==> config.mk <==
export PLATFORM = sky130hd
export DESIGN_NAME = hazard_ctrl
export DESIGN_NICKNAME = d
export VERILOG_FILES = /design/src/rtl/hazard_ctrl.sv
export SDC_FILE = /design/constraint.sdc
export NUM_CORES = 1
export LEC_CHECK = 0
export CELL_PAD_IN_SITES_DETAIL_PLACEMENT = 0
export CELL_PAD_IN_SITES_GLOBAL_PLACEMENT = 1
export CORE_ASPECT_RATIO = 1.4
export CORE_MARGIN = 3
export CORE_UTILIZATION = 32
export CTS_CLUSTER_SIZE = 30
export DETAILED_ROUTE_END_ITERATION = 12
export PLACE_DENSITY_LB_ADDON = 0.2
export SYNTH_ARGS = -nofsm -noshare
export SYNTH_HDL_FRONTEND = slang
export SYNTH_SLANG_ARGS = --single-unit
export TNS_END_PERCENT = 50
==> constraint.sdc <==
create_clock -name clk -period 1.8 [get_ports clk]
set_input_delay 0.36 -clock clk [delete_from_list [all_inputs] [get_ports clk]]
set_output_delay 0.36 -clock clk [all_outputs]
set_load 0.005 [all_outputs]
==> src/rtl/hazard_ctrl.sv <==
// rtl/hazard_ctrl.sv - D-stage hazard unit: forwarding selects, load-use interlock, multiply occupancy, flush
module hazard_ctrl #(
  parameter int MUL_LAT = 3,
  parameter int AW      = 5
) (
  input  logic          clk,
  input  logic          reset,
  input  logic          d_valid,
  input  logic [AW-1:0] d_rs_addr,
  input  logic [AW-1:0] d_rt_addr,
  input  logic          d_uses_rs,
  input  logic          d_uses_rt,
  input  logic          d_wr_en,
  input  logic [AW-1:0] d_wr_addr,
  input  logic          d_is_load,
  input  logic          d_is_mul,
  input  logic          flush,
  output logic          stall,
  output logic          bubble,
  output logic          fwdX_rs,
  output logic          fwdX_rt,
  output logic          fwdM_rs,
  output logic          fwdM_rt,
  output logic          x_busy
);

  localparam int CW = (MUL_LAT > 2) ? $clog2(MUL_LAT) : 1;

  typedef enum logic {
    IDLE = 1'b0,
    BUSY = 1'b1
  } mul_state_t;

  // Shadow tags of the instructions currently in X and M
  logic          x_v, x_wr, x_ld;
  logic [AW-1:0] x_addr;
  logic          m_v, m_wr;
  logic [AW-1:0] m_addr;
  logic [CW-1:0] cnt;
  mul_state_t    state;

  logic          x_v_n, x_wr_n, x_ld_n;
  logic [AW-1:0] x_addr_n;
  logic          m_v_n, m_wr_n;
  logic [AW-1:0] m_addr_n;
  logic [CW-1:0] cnt_n;
  mul_state_t    state_n;

  logic busy;
  logic hitx_rs, hitx_rt, hitm_rs, hitm_rt;
  logic lu;
  logic issue_mul;

  // Source/tag match; register 0 never matches so it is never forwarded or interlocked
  always_comb begin
    hitx_rs = x_v & x_wr & (x_addr == d_rs_addr) & (d_rs_addr != '0) & d_uses_rs;
    hitx_rt = x_v & x_wr & (x_addr == d_rt_addr) & (d_rt_addr != '0) & d_uses_rt;
    hitm_rs = m_v & m_wr & (m_addr == d_rs_addr) & (d_rs_addr != '0) & d_uses_rs;
    hitm_rt = m_v & m_wr & (m_addr == d_rt_addr) & (d_rt_addr != '0) & d_uses_rt;
  end

  // Output decode: busy beats flush beats load-use beats normal issue
  always_comb begin
    busy    = (state == BUSY);
    lu      = d_valid & (hitx_rs | hitx_rt) & x_ld;
    x_busy  = busy;
    // X holds during a multiply, so no bubble is inserted then
    bubble  = !busy & (flush | lu);
    stall   = busy | (!flush & lu);
    // A load in X has no result yet; the interlock covers that case instead
    fwdX_rs = hitx_rs & !x_ld;
    fwdX_rt = hitx_rt & !x_ld;
    // The newest producer wins, so M only forwards when X does not match
    fwdM_rs = hitm_rs & !hitx_rs;
    fwdM_rt = hitm_rt & !hitx_rt;
    issue_mul = !busy & d_valid & d_is_mul & !bubble;
  end

  // Next-state for the tag pipeline and the multiply occupancy FSM
  always_comb begin
    state_n  = state;
    cnt_n    = cnt;
    x_v_n    = x_v;
    x_wr_n   = x_wr;
    x_ld_n   = x_ld;
    x_addr_n = x_addr;
    m_v_n    = m_v;
    m_wr_n   = m_wr;
    m_addr_n = m_addr;
    case (state)
      BUSY: begin
        // X tag frozen with the multiply; nothing drains into M meanwhile
        m_v_n = 1'b0;
        cnt_n = cnt - 1'b1;
        if (cnt == CW'(1)) begin
          state_n = IDLE;
        end
      end
      default: begin
        m_v_n    = x_v;
        m_wr_n   = x_wr;
        m_addr_n = x_addr;
        if (bubble) begin
          x_v_n    = 1'b0;
          x_wr_n   = 1'b0;
          x_ld_n   = 1'b0;
          x_addr_n = '0;
        end else begin
          x_v_n    = d_valid;
          x_wr_n   = d_wr_en;
          x_ld_n   = d_is_load;
          x_addr_n = d_wr_addr;
        end
        if (issue_mul) begin
          cnt_n   = CW'(MUL_LAT - 1);
          state_n = BUSY;
        end
      end
    endcase
  end

  // State register; reset drops the multiply and invalidates both tags immediately
  always_ff @(posedge clk or posedge reset) begin
    if (reset) begin
      state  <= IDLE;
      cnt    <= '0;
      x_v    <= 1'b0;
      x_wr   <= 1'b0;
      x_ld   <= 1'b0;
      x_addr <= '0;
      m_v    <= 1'b0;
      m_wr   <= 1'b0;
      m_addr <= '0;
    end else begin
      state  <= state_n;
      cnt    <= cnt_n;
      x_v    <= x_v_n;
      x_wr   <= x_wr_n;
      x_ld   <= x_ld_n;
      x_addr <= x_addr_n;
      m_v    <= m_v_n;
      m_wr   <= m_wr_n;
      m_addr <= m_addr_n;
    end
  end

endmodule

==> flow_summary.toml, run 1 <==
[logic_synthesis]
synthDistinctLibCells = 24
synth_edf_count = 0
synth.net_count = 116
synth_cells = 91
synth_top_cells_by_area = "dfrtp_1 (44%), xnor2_1 (17%), a32o_2 (8.7%)"
synth.top_cell.area_share = 0.4364
async_reset_ff_frac = 1.000
ys.flop_type = "dfrtp_1"
postSynthAreaPerCell_um2 = 11.34
ys_warn_count = 0
netlist_area_um2 = 1032
synth_fa_ha_area_frac = 0.01212
synth_common_cells = "xnor2_1 (20), dfrtp_1 (18), a32o_2 (8)"
synthMuxAreaShare = 0.06545
synth-seq-cells = 18
yosys.area_share.simple = 0.1273
synth_seq_area_share = 0.4364
synth_largest_area_cell = "dfrtp_1"
yosysMostFrequentCell = "xnor2_1"
synth_top_family_by_area = "XOR/XNOR gates"
synth_xor_area_frac = 0.1782
synth_compound_area_frac = 0.1479

[power_and_ir_drop]
p_leak_uw = 0.0007386
max-vdd-ir-drop_mv = 0.6766
power_density_nw_per_um2 = 1078

[clock_network]
cts_buffers = 3
path_clk_slew_ns = 0.06
clock_latency_ns = 0.25
root_buffer = "clkbuf_8"
cts.htree.levels = 1
cts_sinks = 18
cts_buffer_depth = 2
cts_tree = "yes"

[global_route]
grt-ovfl-total = 0
grt_pass1_wl_mm = 4.381
first_global_vias = 1016
grt_usage = 0.1515
antenna_found_initial = 0
grt_start_max_net_pins = 20

[floorplanning]
ios = 31
fp.dieW_um = 54
fp.dieArea_um2 = 3953
die_y_um = 73.20
initial_utilization = 0.3482
coreArea_um2 = 2964
rows = 23

[run]
max_cap_viol_count = 0

[layout]
drive_above_1_share = 0.4800
diodes = 0
fillers = 274
regArea_um2 = 452.9
fin_area_um2 = 1659
area_growth_pct = 60.73
multi_input_comb_area_um2 = 615.6
final_nets = 177

[sta]
drv_slew = 0
setup_violations = 14
worst_slack_ns = -0.5162
post-route-period-util = 1.287
holdWs_ns = 0.4221
fin_crit_ns = 2.316
rsz0062_at_grt = "true"
clock_skew_ns = 0.002292
fmax_mhz = 431.7
worst_pin_slew_ns = 0.2450
max_slew_margin = 0.8344
hold_viol_final = 0

[critical_path]
start_kind = "primary input"
critPathBufInv = 4
max_stage_delay_ns = 0.40
cpMaxStageDelayCell = "or3_4"
critPathMaxFanout = 3
cpLargestDelayFamily = "buffers and inverters"
reg2reg_setup_slack_ns = -0.26
cp-end-kind = "output pin"
path_cells = "dlygate4sd2_1, buf_4, xnor2_1, nand3_1, or3_4, a21o_1, buf_6, o21ai_2, buf_2"
worstSetupPathType = "primary input to output pin"
critPathArrivalTime_ns = 1.96
required_ns = 1.44

[drt]
remaining_drc_errors = 0
drt-total-wl_mm = 2.807
vias = 919
ant_nets = 0
first_iter_violations = 8
routedWlPerCell_um = 15.01
first_pass_iters = 4
viasPerCell = 4.914

[placement]
gp_congestion = 0.7310
placed_area_um2 = 1548
hpwl_mm = 2.191
port_buffers = 30

[worst_hold_path]
holdCritPathClass = "primary input to async pin"

[run_status]
violations = "negative setup slack"
status = "complete, but fails checks"
[cell usage in the layout (no fill, tap or decap), types with 5 or more instances in the layout]
| cell | synthesis | layout |
|---|---|---|
| buf_2 | 0 | 8 |
| buf_4 | 0 | 24 |
| mux2_2 | 6 | 6 |
| a32o_2 | 8 | 8 |
| dfrtp_1 | 18 | 16 |
| buf_6 | 1 | 5 |
| clkdlybuf4s50_1 | 0 | 14 |
| nand4_1 | 5 | 5 |
| xnor2_1 | 20 | 18 |
[layout make-up]
cell class | count | share of cell area
sequential | 18 | 0.2730
timing repair buffer | 59 | 0.2941
multi-input combinational | 66 | 0.3710
tap | 37 | 0.02790
inverter | 4 | 0.009050
clock buffer | 3 | 0.02489
[tightest hold or removal path, cell delays in order]
cell	delay (ns)
clkdlybuf4s50_1	0.39
inv_1	0.05
buf_4	0.24
[path summary, 6_finish.rpt]
| kind | end | startpoint | depth (start not counted) |
|---|---|---|---|
| max reg2reg | x_addr[1] | x_addr[3] | 8 |
| max in group asynchronous | x_addr[1] | reset | 3 |
| min in group clk | m_wr | m_wr | 1 |
| min | m_addr[3] | reset | 3 |
| min reg2reg | m_wr | m_wr | 1 |
| max | stall | d_rs_addr[2] | 9 |
[per-stage QoR]
stage	setup TNS (ns)	setup slack, ns	cells	total power, uW	utilization
3_3_place_gp	-12.23	-1.115	178	1480	0.5222
6_report	-4.333	-0.5162	187	1788	0.5597
5_1_grt	-5.225	-0.6132	187	1916	0.5597
4_1_cts	-3.978	-0.5390	185	1800	0.5483
2_1_floorplan	-0.03060	-0.01359	91	1158	-
3_5_place_dp	-12.49	-1.069	178	1506	0.5222
[flip-flops by register name, summed over array words and instances (netlist names)]
register and flops:
m_v 1, cnt 2, x_v 1, m_addr 5
x_addr 5, x_wr 1, x_busy 1, x_ld 1
m_wr 1
[report_power, final]
| part | internal (uW) | switching [uW] |
|---|---|---|
| logic | 491 | 325 |
| clock network | 148 | 125 |
| registers | 556 | 142 |
| total | 1200 | 592 |
[kinds of logic (layout without fill, tap and decap cells)]
logic type,after synthesis,count (layout)
adder cells (fa/ha/maj),1,1
AO/OA/AOI/OAI,17,17
AND/OR/NAND/NOR,21,21
XOR/XNOR,21,21
multiplexers,6,6
buffers and inverters,7,66
flip-flops,18,18
[timing repair]
item                                    4_1_cts  5_1_grt
resized for setup                            55        7
buffers inserted                              4        2
hold buffers                                  0        0
endpoints found under the setup margin       17       16
pin swaps                                     7       15
[routing by layer]
metal  vias to the layer above  GRT usage  routed length, um
met5                         -          0                  0
met4                         0    0.03324                 18
met3                         2    0.02454                136
met2                        26     0.2871               1463
met1                       435     0.1699               1188
li1                        456          -                  -
(Power assumes the default switching activity.)
==> run 2: changes to the inputs <==
--- a/config.mk
+++ b/config.mk
@@ -9,10 +9,11 @@
 export CELL_PAD_IN_SITES_GLOBAL_PLACEMENT = 1
 export CORE_ASPECT_RATIO = 1.4
 export CORE_MARGIN = 3
-export CORE_UTILIZATION = 32
+export CORE_UTILIZATION = 30
 export CTS_CLUSTER_SIZE = 30
 export DETAILED_ROUTE_END_ITERATION = 12
 export PLACE_DENSITY_LB_ADDON = 0.2
+export SETUP_SLACK_MARGIN = 0.1
 export SYNTH_ARGS = -nofsm -noshare
 export SYNTH_HDL_FRONTEND = slang
 export SYNTH_SLANG_ARGS = --single-unit
==> flow_summary.toml, run 2 (same netlist as run 1, synthesis figures left out) <==
[placement]
pre_cts_ws_ns = -1.055
numPlacedInstances = 180
placed_area_um2 = 1550
gp_congestion = 0.9001
hpwl_mm = 2.298
port_buffers = 30

[power_and_ir_drop]
power_uw = 1788
max-vdd-ir-drop_mv = 0.7447
p_leak_uw = 0.0007600
power_density_nw_per_um2 = 1067

[critical_path]
cp-end-kind = "output pin"
worstSetupPathType = "flop to output pin"
critPathMaxFanout = 3
start_kind = "flop"
required_ns = 1.44
critPathArrivalTime_ns = 1.98
r2r.worst_path.cells = 7

[drt]
vias = 949
routedWlPerCell_um = 15.59
first_iter_violations = 13
ant_nets = 0
viasPerCell = 4.995
drt-total-wl_mm = 2.962
first_pass_iters = 3
remaining_drc_errors = 0

[floorplanning]
fp.dieW_um = 55.58
initial_utilization = 0.3213
rows = 24
coreArea_um2 = 3213
fp.dieArea_um2 = 4191
die_y_um = 75.41
ios = 31

[sta]
drv_slew = 0
fin_crit_ns = 2.337
worst_pin_slew_ns = 0.2387
max_slew_margin = 0.8397
worst_slack_ns = -0.5371
rsz0062_at_grt = "true"
holdWs_ns = 0.4274
hold_viol_final = 0
setup_violations = 16
clock_skew_ns = 0.0009747
post-route-period-util = 1.298
fmax_mhz = 427.9

[layout]
area_growth_pct = 62.30
mostFrequentLayoutCells = "buf_4 (27), xnor2_1 (16), dfrtp_1 (16)"
multi_input_comb_area_um2 = 643.1
fin_area_um2 = 1675
layout_commonest_cell = "buf_4"
regArea_um2 = 452.9
diodes = 0
final_nets = 178
fillers = 299
reg_top3 = "m_addr (5), x_addr (5), cnt (2)"
instances_no_fill = 190
drive_above_1_share = 0.5166

[global_route]
first_global_vias = 1000
grt_start_max_net_pins = 19
antenna_found_initial = 0
grt_pass1_wl_mm = 4.843
grt_usage = 0.1518
grt-ovfl-total = 0

[clock_network]
cts_buffer_depth = 2
cts_buffers = 3
cts_sinks = 18
root_buffer = "clkbuf_8"
cts_tree = "yes"
cts.htree.levels = 1
clock_latency_ns = 0.25
path_clk_slew_ns = 0.06

[worst_hold_path]
holdCritPathClass = "primary input to async pin"

[run_status]
violations = "negative setup slack"
status = "complete, but fails checks"

[run]
max_cap_viol_count = 0
==> run 2: cell types whose count changed in the layout (fill, tap and decap cells not counted), moves of 2 or more <==
cell	delta
buf_2	+3
buf_4	+3
buf_6	-2
clkdlybuf4s15_1	-2
xnor2_1	-2
xnor2_2	+2
==> run 2: layer usage <==
metal,wire (um),track usage,up-vias
met5,0,0,-
met4,99,0.08649,0
met1,1164,0.1674,456
li1,-,-,455
met2,1557,0.2763,30
met3,141,0.02881,8
==> run 2: path summary, 6_finish.rpt <==
check | slack, ns | from | end
max in group asynchronous | 1.15 | reset | x_addr[1]
worst min register to register | 0.54 | m_wr | m_wr
worst min-delay path | 0.43 | reset | m_addr[3]
min in group clk | 0.54 | m_wr | m_wr
worst max register to register | -0.21 | x_addr[4] | x_addr[3]
worst max-delay path | -0.54 | x_addr[4] | stall
==> run 2: layout make-up <==
type                       instances  share of cell area
inverter                           4            0.008962
sequential                        18              0.2704
multi-input combinational         66              0.3839
clock buffer                       3             0.02465
tap                               39             0.02913
timing repair buffer              60              0.2830
==> run 2: stage by stage <==
stage               TNS [ns]    util
floorplan           -0.03060       -
global placement      -12.28  0.4825
detailed placement    -12.55  0.4825
CTS                   -3.815  0.5183
global route          -5.289  0.5214
finish                -4.345  0.5214
==> run 2: critical path: stages, from the launching register on <==
cell	delay [ns]
dfrtp_1	0.43
xnor2_1	0.17
nand4_1	0.16
or3_4	0.43
a21o_1	0.19
buf_4	0.14
o21ai_2	0.09
buf_2	0.12
==> run 2: timing repair <==
item / CTS / global route
pin swaps: 22 / 9
buffers inserted: 5 / 3
setup endpoints to repair: 17 / 18
hold endpoints to repair: 0 / 0
resized for setup: 61 / 10
hold buffers: 0 / 0
==> run 2: where the power goes <==
group / internal (uW) / switching (uW) / total [uW]
Clock: 148 / 121 / 270
Sequential: 557 / 156 / 714
Combinational: 486 / 318 / 804
Total: 1190 / 596 / 1790
==> run 3: changes to the inputs <==
--- a/config.mk
+++ b/config.mk
@@ -8,7 +8,7 @@
 export CELL_PAD_IN_SITES_DETAIL_PLACEMENT = 0
 export CELL_PAD_IN_SITES_GLOBAL_PLACEMENT = 1
 export CORE_ASPECT_RATIO = 1.4
-export CORE_MARGIN = 3
+export CORE_MARGIN = 4
 export CORE_UTILIZATION = 30
 export CTS_CLUSTER_SIZE = 30
 export DETAILED_ROUTE_END_ITERATION = 12
==> flow_summary.toml, run 3 (same netlist as run 1, synthesis figures left out) <==
[drt]
viasPerCell = 5.031
vias = 981
ant_nets = 0
remaining_drc_errors = 0
first_pass_iters = 4
first_iter_violations = 22
routedWlPerCell_um = 15.68
drt-total-wl_mm = 3.057

[critical_path]
critPathBufInv = 3
cp-startpoint = "x_addr[0]"
cpMaxStageDelayCell = "or3_4"
cp-end-kind = "output pin"
start_kind = "flop"
cpLargestDelayFamily = "simple AND/OR/NAND/NOR gates"
critPathArrivalTime_ns = 2.03
crit-reg2reg-launch = "x_addr[4]"
max_stage_delay_ns = 0.42
path_cells = "buf_6, xnor2_2, nand4_1, or3_4, a21o_1, buf_4, o21ai_2, buf_2"
required_ns = 1.44
critPathMaxFanout = 3
worstSetupPathType = "flop to output pin"

[global_route]
grt_util_met2 = 0.2636
grt_start_max_net_pins = 19
grt.met1_usage = 0.1491
grt.busiest_layer = "met2"
grt-ovfl-total = 0
first_global_vias = 1109
antenna_found_initial = 0
grt_pass1_wl_mm = 4.995
grt_usage = 0.1446
met3_usage = 0.03488

[layout]
mostFrequentLayoutCells = "buf_4 (27), xnor2_1 (16), dfrtp_1 (16)"
reg_top3 = "m_addr (5), x_addr (5), cnt (2)"
diodes = 0
final_nets = 182
fin_area_um2 = 1752
fillers = 295
area_growth_pct = 69.70
drive_above_1_share = 0.5321
layout_commonest_cell = "buf_4"

[power_and_ir_drop]
power_density_nw_per_um2 = 1079
max-vdd-ir-drop_mv = 0.6146
p_leak_uw = 0.0007938

[sta]
setup_violations = 17
rsz0062_at_grt = "true"
fin_crit_ns = 2.391
hold_viol_final = 0
fin_setup_tns_ns = -5.401
clock_skew_ns = 0.002364
worst_slack_ns = -0.5913
max_slew_margin = 0.8443
drv_slew = 0
fmax_mhz = 418.2
post-route-period-util = 1.329
worst_pin_slew_ns = 0.2336
holdWs_ns = 0.4232

[run]
max_cap_viol_count = 0

[worst_hold_path]
holdCritPathClass = "primary input to async pin"

[clock_network]
path_clk_slew_ns = 0.07
root_buffer = "clkbuf_8"
cts_tree = "yes"
clock_latency_ns = 0.25
cts.htree.levels = 1
cts_buffers = 3
cts_buffer_depth = 2
cts_sinks = 18

[floorplanning]
fp.dieArea_um2 = 4457
ios = 31
rows = 24
fp.dieW_um = 57.58
initial_utilization = 0.3213
coreArea_um2 = 3213
die_y_um = 77.41

[placement]
port_buffers = 30
placed_area_um2 = 1565
gp_congestion = 0.9152
hpwl_mm = 2.289

[run_status]
status = "complete, but fails checks"
violations = "negative setup slack"
-- run 3: cell types whose count changed in the layout (fill, tap and decap cells not counted), sizes merged --
cell	delta
dlygate4sd2	-1
buf	+2
clkdlybuf4s15	+1
clkbuf	+3
-- run 3: what timing repair did --
action                     CTS  global route
setup buffers                5             4
gates resized for setup     59            16
setup endpoints to repair   17            17
hold buffers                 0             0
hold endpoints to repair     0             0
pin swaps                   14            16
cloned                       0             0
-- run 3: tightest hold or removal path: stages --
cell	delay [ns]
clkdlybuf4s50_1	0.39
inv_1	0.05
buf_4	0.24
-- run 3: per-stage QoR --
| step | worst slack [ns] | util | cells | power [uW] |
|---|---|---|---|---|
| after CTS | -0.5094 | 0.5245 | 191 | 1858 |
| after global routing | -0.6397 | 0.5452 | 195 | 2026 |
| final | -0.5913 | 0.5452 | 195 | 1890 |
| after global placement | -1.039 | 0.4872 | 182 | 1498 |
| after floorplan | -0.01359 | - | 91 | 1158 |
| after detailed placement | -1.117 | 0.4872 | 182 | 1525 |
-- run 3: where the power goes --
part	total [uW]	internal [uW]	switching, uW	leakage [uW]
Sequential	710	556	154	0.000229
Combinational	860	524	336	0.000537
Clock	320	194	126	0.0000288
-- run 3: path summary, 6_finish.rpt --
| path | end | slack (ns) | depth (start not counted) |
|---|---|---|---|
| max | stall | -0.59 | 8 |
| min | x_addr[4] | 0.42 | 3 |
| max reg2reg | cnt[1] | -0.28 | 9 |
| min reg2reg | m_wr | 0.56 | 1 |
| max in group asynchronous | x_addr[1] | 1.17 | 3 |
| min in group clk | m_wr | 0.56 | 1 |
-- run 3: cell type report --
class / count / area [um2] / area share
clock buffer: 4 / 55.05 / 0.03143
inverter: 4 / 15.01 / 0.008571
multi-input combinational: 66 / 654.4 / 0.3736
sequential: 18 / 452.9 / 0.2586
tap: 39 / 48.80 / 0.02786
timing repair buffer: 64 / 525.5 / 0.3000
-- run 3: layer usage --
| layer | part of all wire | wire length [um] |
|---|---|---|
| met1 | 0.37 | 1122 |
| met5 | 0 | 0 |
| met3 | 0.059 | 179 |
| met4 | 0.035 | 106 |
| met2 | 0.54 | 1649 |
